$ cat config.mk
export PLATFORM = sky130hd
export DESIGN_NAME = img_burst_issuer
export DESIGN_NICKNAME = d
export VERILOG_FILES = /design/src/rtl/img_pkg.sv /design/src/rtl/img_burst_issuer.sv
export SDC_FILE = /design/constraint.sdc
export NUM_CORES = 1
export LEC_CHECK = 0
export BUFFER_PORTS_ARGS = -buffer_cell sky130_fd_sc_hd__buf_2
export CORE_UTILIZATION = 58
export CTS_BUF_LIST = sky130_fd_sc_hd__clkbuf_8 sky130_fd_sc_hd__clkbuf_16
export DETAILED_ROUTE_END_ITERATION = 10
export GPL_ROUTABILITY_DRIVEN = 0
export PLACE_DENSITY_LB_ADDON = 0.2
export SYNTH_ARGS = -nofsm -noshare
export SYNTH_HDL_FRONTEND = slang
export SYNTH_SLANG_ARGS = --single-unit
$ cat constraint.sdc
create_clock -name clk -period 6.7 [get_ports clk]
set_clock_uncertainty 0.1 [all_clocks]
set_input_delay 0.335 -clock clk [delete_from_list [all_inputs] [get_ports clk]]
set_output_delay 0.335 -clock clk [all_outputs]
set_load 0.01 [all_outputs]
$ cat src/rtl/img_pkg.sv
// Shared encodings and types for the image-SRAM custom-instruction interface.
package img_pkg;

  localparam logic [6:0] OPC_RTYPE  = 7'h33;
  localparam logic [6:0] F7_IMG     = 7'h06;
  localparam logic [2:0] F3_IM_WR   = 3'b000;
  localparam logic [2:0] F3_IM_RD   = 3'b001;
  localparam logic [2:0] F3_IM_STAT = 3'b010;

  typedef enum logic {
    OP_WR = 1'b0,
    OP_RD = 1'b1
  } op_e;

  typedef enum logic [2:0] {
    StIdle,
    StWrIssue,
    StRdIssue,
    StRdWait,
    StRdOut
  } state_e;

  // R-type word with rs1/rs2 fields zero; operands travel on rs1_val/rs2_val.
  function automatic logic [31:0] img_instr(input logic [2:0] funct3, input logic [4:0] rd);
    return {F7_IMG, 5'd0, 5'd0, funct3, rd, OPC_RTYPE};
  endfunction

endpackage

$ cat src/rtl/img_burst_issuer.sv
// Turns one tile command into a raster sequence of IM_WR / IM_RD instructions.
module img_burst_issuer
  import img_pkg::*;
#(
  parameter int unsigned IMG_H   = 255,
  parameter int unsigned IMG_W   = 255,
  parameter int unsigned DATA_W  = 32,
  parameter logic [4:0]  RD_REG  = 5'd10,
  parameter int unsigned TMO_CYC = 15
) (
  input  logic              clk,
  input  logic              rst,
  input  logic              cmd_valid,
  output logic              cmd_ready,
  input  logic              cmd_op,
  input  logic [15:0]       cmd_row0,
  input  logic [15:0]       cmd_col0,
  input  logic [15:0]       cmd_h,
  input  logic [15:0]       cmd_w,
  input  logic              wr_valid,
  output logic              wr_ready,
  input  logic [DATA_W-1:0] wr_data,
  output logic              rdo_valid,
  input  logic              rdo_ready,
  output logic [DATA_W-1:0] rdo_data,
  output logic              instr_valid,
  input  logic              instr_ready,
  output logic [31:0]       instr,
  output logic [31:0]       rs1_val,
  output logic [31:0]       rs2_val,
  output logic [4:0]        rd_addr,
  input  logic              rd_we,
  input  logic [4:0]        rd_waddr,
  input  logic [31:0]       rd_wdata,
  output logic              busy,
  output logic              done,
  output logic              err
);

  localparam int unsigned     TMO_W    = $clog2(TMO_CYC + 1);
  localparam logic [TMO_W-1:0] TMO_LAST = TMO_W'(TMO_CYC - 1);

  state_e            state_q, state_d;
  logic [15:0]       row0_q, col0_q, h_q, w_q, r_q, c_q;
  logic [TMO_W-1:0]  tmo_q;
  logic [DATA_W-1:0] rdo_data_q;
  logic              done_q, done_d, err_q, err_d;
  logic              load, advance, tmo_clr, cap;
  logic              cmd_bad, last, rsp;

  // 17-bit sums so an origin near 0xFFFF cannot wrap past the bound.
  assign cmd_bad = (cmd_h == 16'd0) || (cmd_w == 16'd0) ||
                   (({1'b0, cmd_row0} + {1'b0, cmd_h}) > 17'(IMG_H)) ||
                   (({1'b0, cmd_col0} + {1'b0, cmd_w}) > 17'(IMG_W));
  assign last    = (r_q == h_q - 16'd1) && (c_q == w_q - 16'd1);
  assign rsp     = rd_we && (rd_waddr == RD_REG);

  assign rs1_val  = {row0_q + r_q, col0_q + c_q};
  assign rd_addr  = instr[11:7];
  assign rdo_data = rdo_data_q;
  assign busy     = (state_q != StIdle);
  assign done     = done_q;
  assign err      = err_q;

  // Next-state, handshakes and instruction encoding.
  always_comb begin
    state_d     = state_q;
    cmd_ready   = 1'b0;
    instr_valid = 1'b0;
    wr_ready    = 1'b0;
    rdo_valid   = 1'b0;
    instr       = img_instr(F3_IM_RD, RD_REG);
    rs2_val     = 32'd0;
    load        = 1'b0;
    advance     = 1'b0;
    tmo_clr     = 1'b0;
    cap         = 1'b0;
    done_d      = 1'b0;
    err_d       = 1'b0;
    unique case (state_q)
      StIdle: begin
        cmd_ready = 1'b1;
        if (cmd_valid) begin
          if (cmd_bad) begin
            err_d = 1'b1;
          end else begin
            load    = 1'b1;
            state_d = (op_e'(cmd_op) == OP_RD) ? StRdIssue : StWrIssue;
          end
        end
      end
      StWrIssue: begin
        instr       = img_instr(F3_IM_WR, 5'd0);
        instr_valid = wr_valid;
        wr_ready    = instr_ready;
        rs2_val     = 32'(wr_data);
        if (wr_valid && instr_ready) begin
          advance = 1'b1;
          if (last) begin
            done_d  = 1'b1;
            state_d = StIdle;
          end
        end
      end
      StRdIssue: begin
        instr_valid = 1'b1;
        if (instr_ready) begin
          tmo_clr = 1'b1;
          state_d = StRdWait;
        end
      end
      StRdWait: begin
        if (rsp) begin
          cap     = 1'b1;
          state_d = StRdOut;
        end else if (tmo_q == TMO_LAST) begin
          err_d   = 1'b1;
          state_d = StIdle;
        end
      end
      StRdOut: begin
        rdo_valid = 1'b1;
        if (rdo_ready) begin
          advance = 1'b1;
          if (last) begin
            done_d  = 1'b1;
            state_d = StIdle;
          end else begin
            state_d = StRdIssue;
          end
        end
      end
      default: state_d = StIdle;
    endcase
  end

  // State, status pulses, read timeout and captured read data.
  always_ff @(posedge clk) begin
    if (rst) begin
      state_q    <= StIdle;
      done_q     <= 1'b0;
      err_q      <= 1'b0;
      tmo_q      <= '0;
      rdo_data_q <= '0;
    end else begin
      state_q <= state_d;
      done_q  <= done_d;
      err_q   <= err_d;
      if (tmo_clr) begin
        tmo_q <= '0;
      end else if (state_q == StRdWait) begin
        tmo_q <= tmo_q + 1'b1;
      end
      if (cap) begin
        rdo_data_q <= DATA_W'(rd_wdata);
      end
    end
  end

  // Latched command fields and raster row/column counter (column is fast).
  always_ff @(posedge clk) begin
    if (rst) begin
      row0_q <= '0;
      col0_q <= '0;
      h_q    <= '0;
      w_q    <= '0;
      r_q    <= '0;
      c_q    <= '0;
    end else if (load) begin
      row0_q <= cmd_row0;
      col0_q <= cmd_col0;
      h_q    <= cmd_h;
      w_q    <= cmd_w;
      r_q    <= '0;
      c_q    <= '0;
    end else if (advance) begin
      if (c_q == w_q - 16'd1) begin
        c_q <= '0;
        r_q <= r_q + 16'd1;
      end else begin
        c_q <= c_q + 16'd1;
      end
    end
  end

endmodule

# Yosys cells after proc, flatten, opt, wreduce, memory -nomap -nowiden
# Index checks and enable logic that the tools add are counted.
[totals]
regBits = 137
latchBits = 0
ram_bits = 0
romBits = 0
input_bits = 141
out_inout_bits = 140
memories = 0
[op_classes]
n_addsub = 9
n_mul = 0
div_mod_pow = 0
order_cmp = 2
eq_ne = 15
n_shift = 0
mux = 37
bitwise_logic = 0
reduce_logical = 14
[op_table]
columns = ["op", "n"]
rows = [
  ["16-bit by 16-bit adder with 17-bit output", 2],
  ["17-bit by 8-bit > comparator with 1-bit output, second input constant", 2],
  ["16-bit by 1-bit adder with 16-bit output, second input constant", 2],
  ["16-bit adder", 2],
  ["16-bit == test", 2],
  ["16-bit logical NOT", 2],
  ["32-bit 2-to-1 mux", 1],
  ["16-bit by 1-bit subtractor with 16-bit output, second input constant", 2],
  ["3-bit 2-to-1 mux", 8],
  ["1-bit 2-to-1 mux", 19],
  ["16-bit 2-to-1 mux", 1],
  ["3-bit case mux with 5 select lines", 1],
  ["13-bit 2-to-1 mux", 1],
  ["2-bit != test, second input constant", 6],
  ["1-bit case mux with 2 select lines", 4],
  ["7-bit AND reduction", 1],
  ["3-bit by 2-bit == test with 1-bit output, second input constant", 2],
  ["5-bit by 4-bit == test with 1-bit output, second input constant", 1],
  ["4-bit by 1-bit adder with 4-bit output, second input constant", 1],
  ["4-bit == test, second input constant", 1],
  ["2-bit 2-to-1 mux", 2],
  ["2-bit OR reduction", 2],
  ["3-bit by 1-bit == test with 1-bit output, second input constant", 1],
  ["3-bit == test, second input constant", 1],
  ["other kinds (6)", 10],
]

# Logic depth before layout (Yosys ltp)
[depth]
ltp_word = 8
mapped_depth = 14
depth_no_buf = 12

# Least setup slack after synthesis
# OpenSTA, ideal clock, no wires.
[synth_timing]
kind = "register to register"
startpoint = "register w_q[0]"
endpoint = "register r_q[13]"
setup_ps = 71
arrival_ps = 3291
required_ps = 6529
slack_ps = 3238
path_stages_with_launch = 14
synth_period_minus_slack_ps = 3462
cell_sequence = "dfxtp_1 -> inv_1 -> ha_1 -> or4b_2 -> buf_2 -> o31ai_1 -> or4b_1 -> nor4b_1 -> nand2_1 -> nor3_4 -> nand2_2 -> buf_6 -> or3_1 -> a21oi_1"
[synth_via]
elab_chain_len = 3
[synth_lines]
columns = ["item", "line_no", "rtl"]
rows = [
  ["start: declaration", "img_burst_issuer.sv:44", "logic [15:0] row0_q, col0_q, h_q, w_q, r_q, c_q;"],
  ["start signal: assignment", "img_burst_issuer.sv:173", "w_q <= cmd_w;"],
  ["16-bit by 1-bit subtractor with 16-bit output", "img_burst_issuer.sv:177", "if (c_q == w_q - 16'd1) begin"],
  ["16-bit == test", "img_burst_issuer.sv:177", ""],
  ["2-bit AND reduction (no source line)", "-", ""],
  ["end signal: assignment", "img_burst_issuer.sv:179", "r_q <= r_q + 16'd1;"],
  ["end: declaration", "img_burst_issuer.sv:44", ""],
]
# No other way between the ends.
# A chain may end at the register's enable or synchronous reset.

# Worst setup path in the final report
[layout_timing]
startpoint = "register w_q[0]"
endpoint = "register r_q[7]"
# Same word-level chain as after synthesis.

==> flow_summary.yaml <==
sta:
  hold_viol: 0
  drv_slew: 0
  fmax_mhz: 223
  period_share_pct: 66.9
  rsz0062_at_grt: "no"
  setup_viol: 0
  slew_headroom_pct: 25.2
  worst_slew_pin_slew_ns: 1.12
  period_minus_slack_ns: 4.48
  setup_tns_ns: 0
power:
  p_per_area_nw_per_um2: 167
  ir_drop_uv: 219
  finalPower_w: 0.00202
  leakagePower_nw: 5.24
final_layout:
  fill_cells: 1445
  drive_gt1_share_pct: 20.4
  nets: 1755
  multi_input_area_sq_um: 7040
  final_cell_mix: "buf_2, a21oi_1, dfxtp_1"
  final_common_cell: "buf_2"
  seq_area_sq_um: 2740
  area_growth_pct: 16.1
placement:
  hpwl_um: 24700
  port-buffer-count: 248
die:
  core.rowCount: 48
  ios: 281
  chipWidth_um: 136
  dieHeight_um: 136
  die_area_sq_um: 18500
  core_area_sq_um: 17400
  start_util_pct: 59.9
critical_path:
  cp.required_ns: 6.95
  start_kind: "register"
  crit_path_cell_trace: "inv_1, ha_1, or4b_2, o31ai_1, or4b_1, nor4b_1, nand2_1, nor3_4, nand2_2, or3_1, a21oi_1"
  criticalPathCategory: "reg2reg"
  worstPathArrival_ns: 4.73
  cp_num_buf_inv: 1
  crit_family: "simple AND/OR/NAND/NOR gates"
  cp_max_fo: 25
  cp-end-kind: "register"
  slowest_stage: "nor3_4"
  max_stage_delay_ns: 0.78
flow_run:
  drv_cap: 0
routing:
  drtAntennaViolNets: 0
  avgRoutedWirePerCell_um: 18.5
  drc: 0
  routed_via_density: 6.21
  routed_wl_um: 32900
  drtIter0Drc: 1283
  drtPass1Iterations: 7
  vias: 11100
clocking:
  clkSinkCount: 137
  post_cts_resized: 0
  max-clock-path-buffers: 2
  post_cts_buffers: 0
  clock_latency_ns: 0.44
  cts-htree-levels: 4
  clk_pin_slew_ns: 0.07
  cts_tree: "built"
  cts_buffers: 17
  cts_root_buf: "clkbuf_16"
  cts_hold_buf: 0
synth:
  synth-main-ff-cell: "dfxtp_1"
  synth_area_per_cell_sq_um: 7.69
  yosys_warnings: 0
  netlist_instances: 1357
  ys_seq_elements: 137
  ys_types: 72
  yosysSeqAreaShare_pct: 26.3
  syn-cell-area_sq_um: 10400
  synth-edff-count: 0
  async_reset_ff_share_pct: 0
global_route:
  grt_overflow: 0
  antenna_found_initial: 2
  grt_max_degree: 67
  first_global_vias: 10100
  grt_pass1_wl_um: 51400
  grt_usage_pct: 35.4
status:
  run_status: "complete, no violations"
worst_hold_path:
  hp-class: "in2reg"
## path summary, 6_finish.rpt
kind | startpoint | end | slack (ns) | cells past startpoint
hold reg to reg | rdo_data[16]$_SDFFE_PP0P_ | rdo_data[16]$_SDFFE_PP0P_ | 0.35 | 2
setup reg to reg | w_q[0]$_SDFFE_PP0P_ | r_q[7]$_SDFFE_PP0P_ | 2.22 | 11
hold / removal | rd_wdata[15] | rdo_data[15]$_SDFFE_PP0P_ | 0.03 | 3
setup / recovery | w_q[0]$_SDFFE_PP0P_ | r_q[7]$_SDFFE_PP0P_ | 2.22 | 11
## final cells by class
cell class / count / share of cell area [%]
Multi-Input combinational cell: 1082 / 58.1
Clock buffer: 17 / 3.51
Inverter: 46 / 1.43
Antenna cell: 1 / 0.0207
Sequential cell: 137 / 22.6
Clock inverter: 15 / 1.09
Tap cell: 225 / 2.32
Timing Repair Buffer: 258 / 10.9
## metrics by stage
stage | hold slack (ns) | util, % | cells | instance area, sq um | setup slack [ns]
floorplan | 0.348 | - | 1387 | 10500 | 3.24
global placement | 0.339 | 66.3 | 1748 | 11600 | 2.48
detailed placement | 0.344 | 66.3 | 1748 | 11600 | 2.33
CTS | 0.0193 | 69.5 | 1780 | 12100 | 2.31
global route | 0.0184 | 69.5 | 1780 | 12100 | 1.97
finish | 0.0259 | 69.5 | 1781 | 12100 | 2.22
## cell usage after synthesis (all sizes together), types with 42 or more instances
master,instances,area share (%)
nor2,72,2.6
xnor2,48,4.0
inv,46,1.7
o31ai,67,4.8
ha,68,8.2
a21oi,137,6.6
nand4,86,5.2
clkbuf,78,2.8
dfxtp,137,26
nand2,126,4.6
buf,44,3.1
and2,42,2.5
## logic make-up after synthesis
kind of cell | after synthesis | share of synthesized area (%)
AO/OA/AOI/OAI | 352 | 21.7
AND/OR/NAND/NOR | 530 | 27.3
flip-flops | 137 | 26.3
adder cells (fa/ha/maj) | 72 | 8.92
other | 2 | 0.0720
buffers and inverters | 168 | 7.53
multiplexers | 10 | 1.01
XOR/XNOR | 86 | 7.22
## state kept, by name (all words and copies together) (netlist names)
name / flops
err: 1
w_q: 16
r_q: 16
h_q: 16
tmo_q: 4
row0_q: 16
state_q: 3
done: 1
c_q: 16
rdo_data: 32
col0_q: 16
## metal layers
| metal | vias up | wire [um] | part of all wire [%] | global-route usage [%] |
|---|---|---|---|---|
| met5 | - | 13 | 0.040 | 0 |
| met4 | 2 | 744 | 2.3 | 12.4 |
| met1 | 5119 | 13900 | 42 | 47.6 |
| met2 | 572 | 14800 | 45 | 54.2 |
| met3 | 72 | 3350 | 10 | 9.21 |
| li1 | 5300 | - | - | - |
## where the power goes
part | leakage, nW | total, W | switching [W] | internal [W]
clock network | 0.265 | 0.000904 | 0.000418 | 0.000486
registers | 1.10 | 0.000815 | 0.000000105 | 0.000814
logic | 3.87 | 0.000300 | 0.000201 | 0.0000981
## worst reg2reg max path, delay by kind of cell, from the launching register on
family	cells	cell delay, ns
AOI/OAI and AO/OA	2	0.43
DFF	1	0.35
adders and majority gates	1	0.23
and+or+nand+nor	7	3.23
buffers and inverters	1	0.07
No activity file was read; power rests on OpenSTA's default activity.
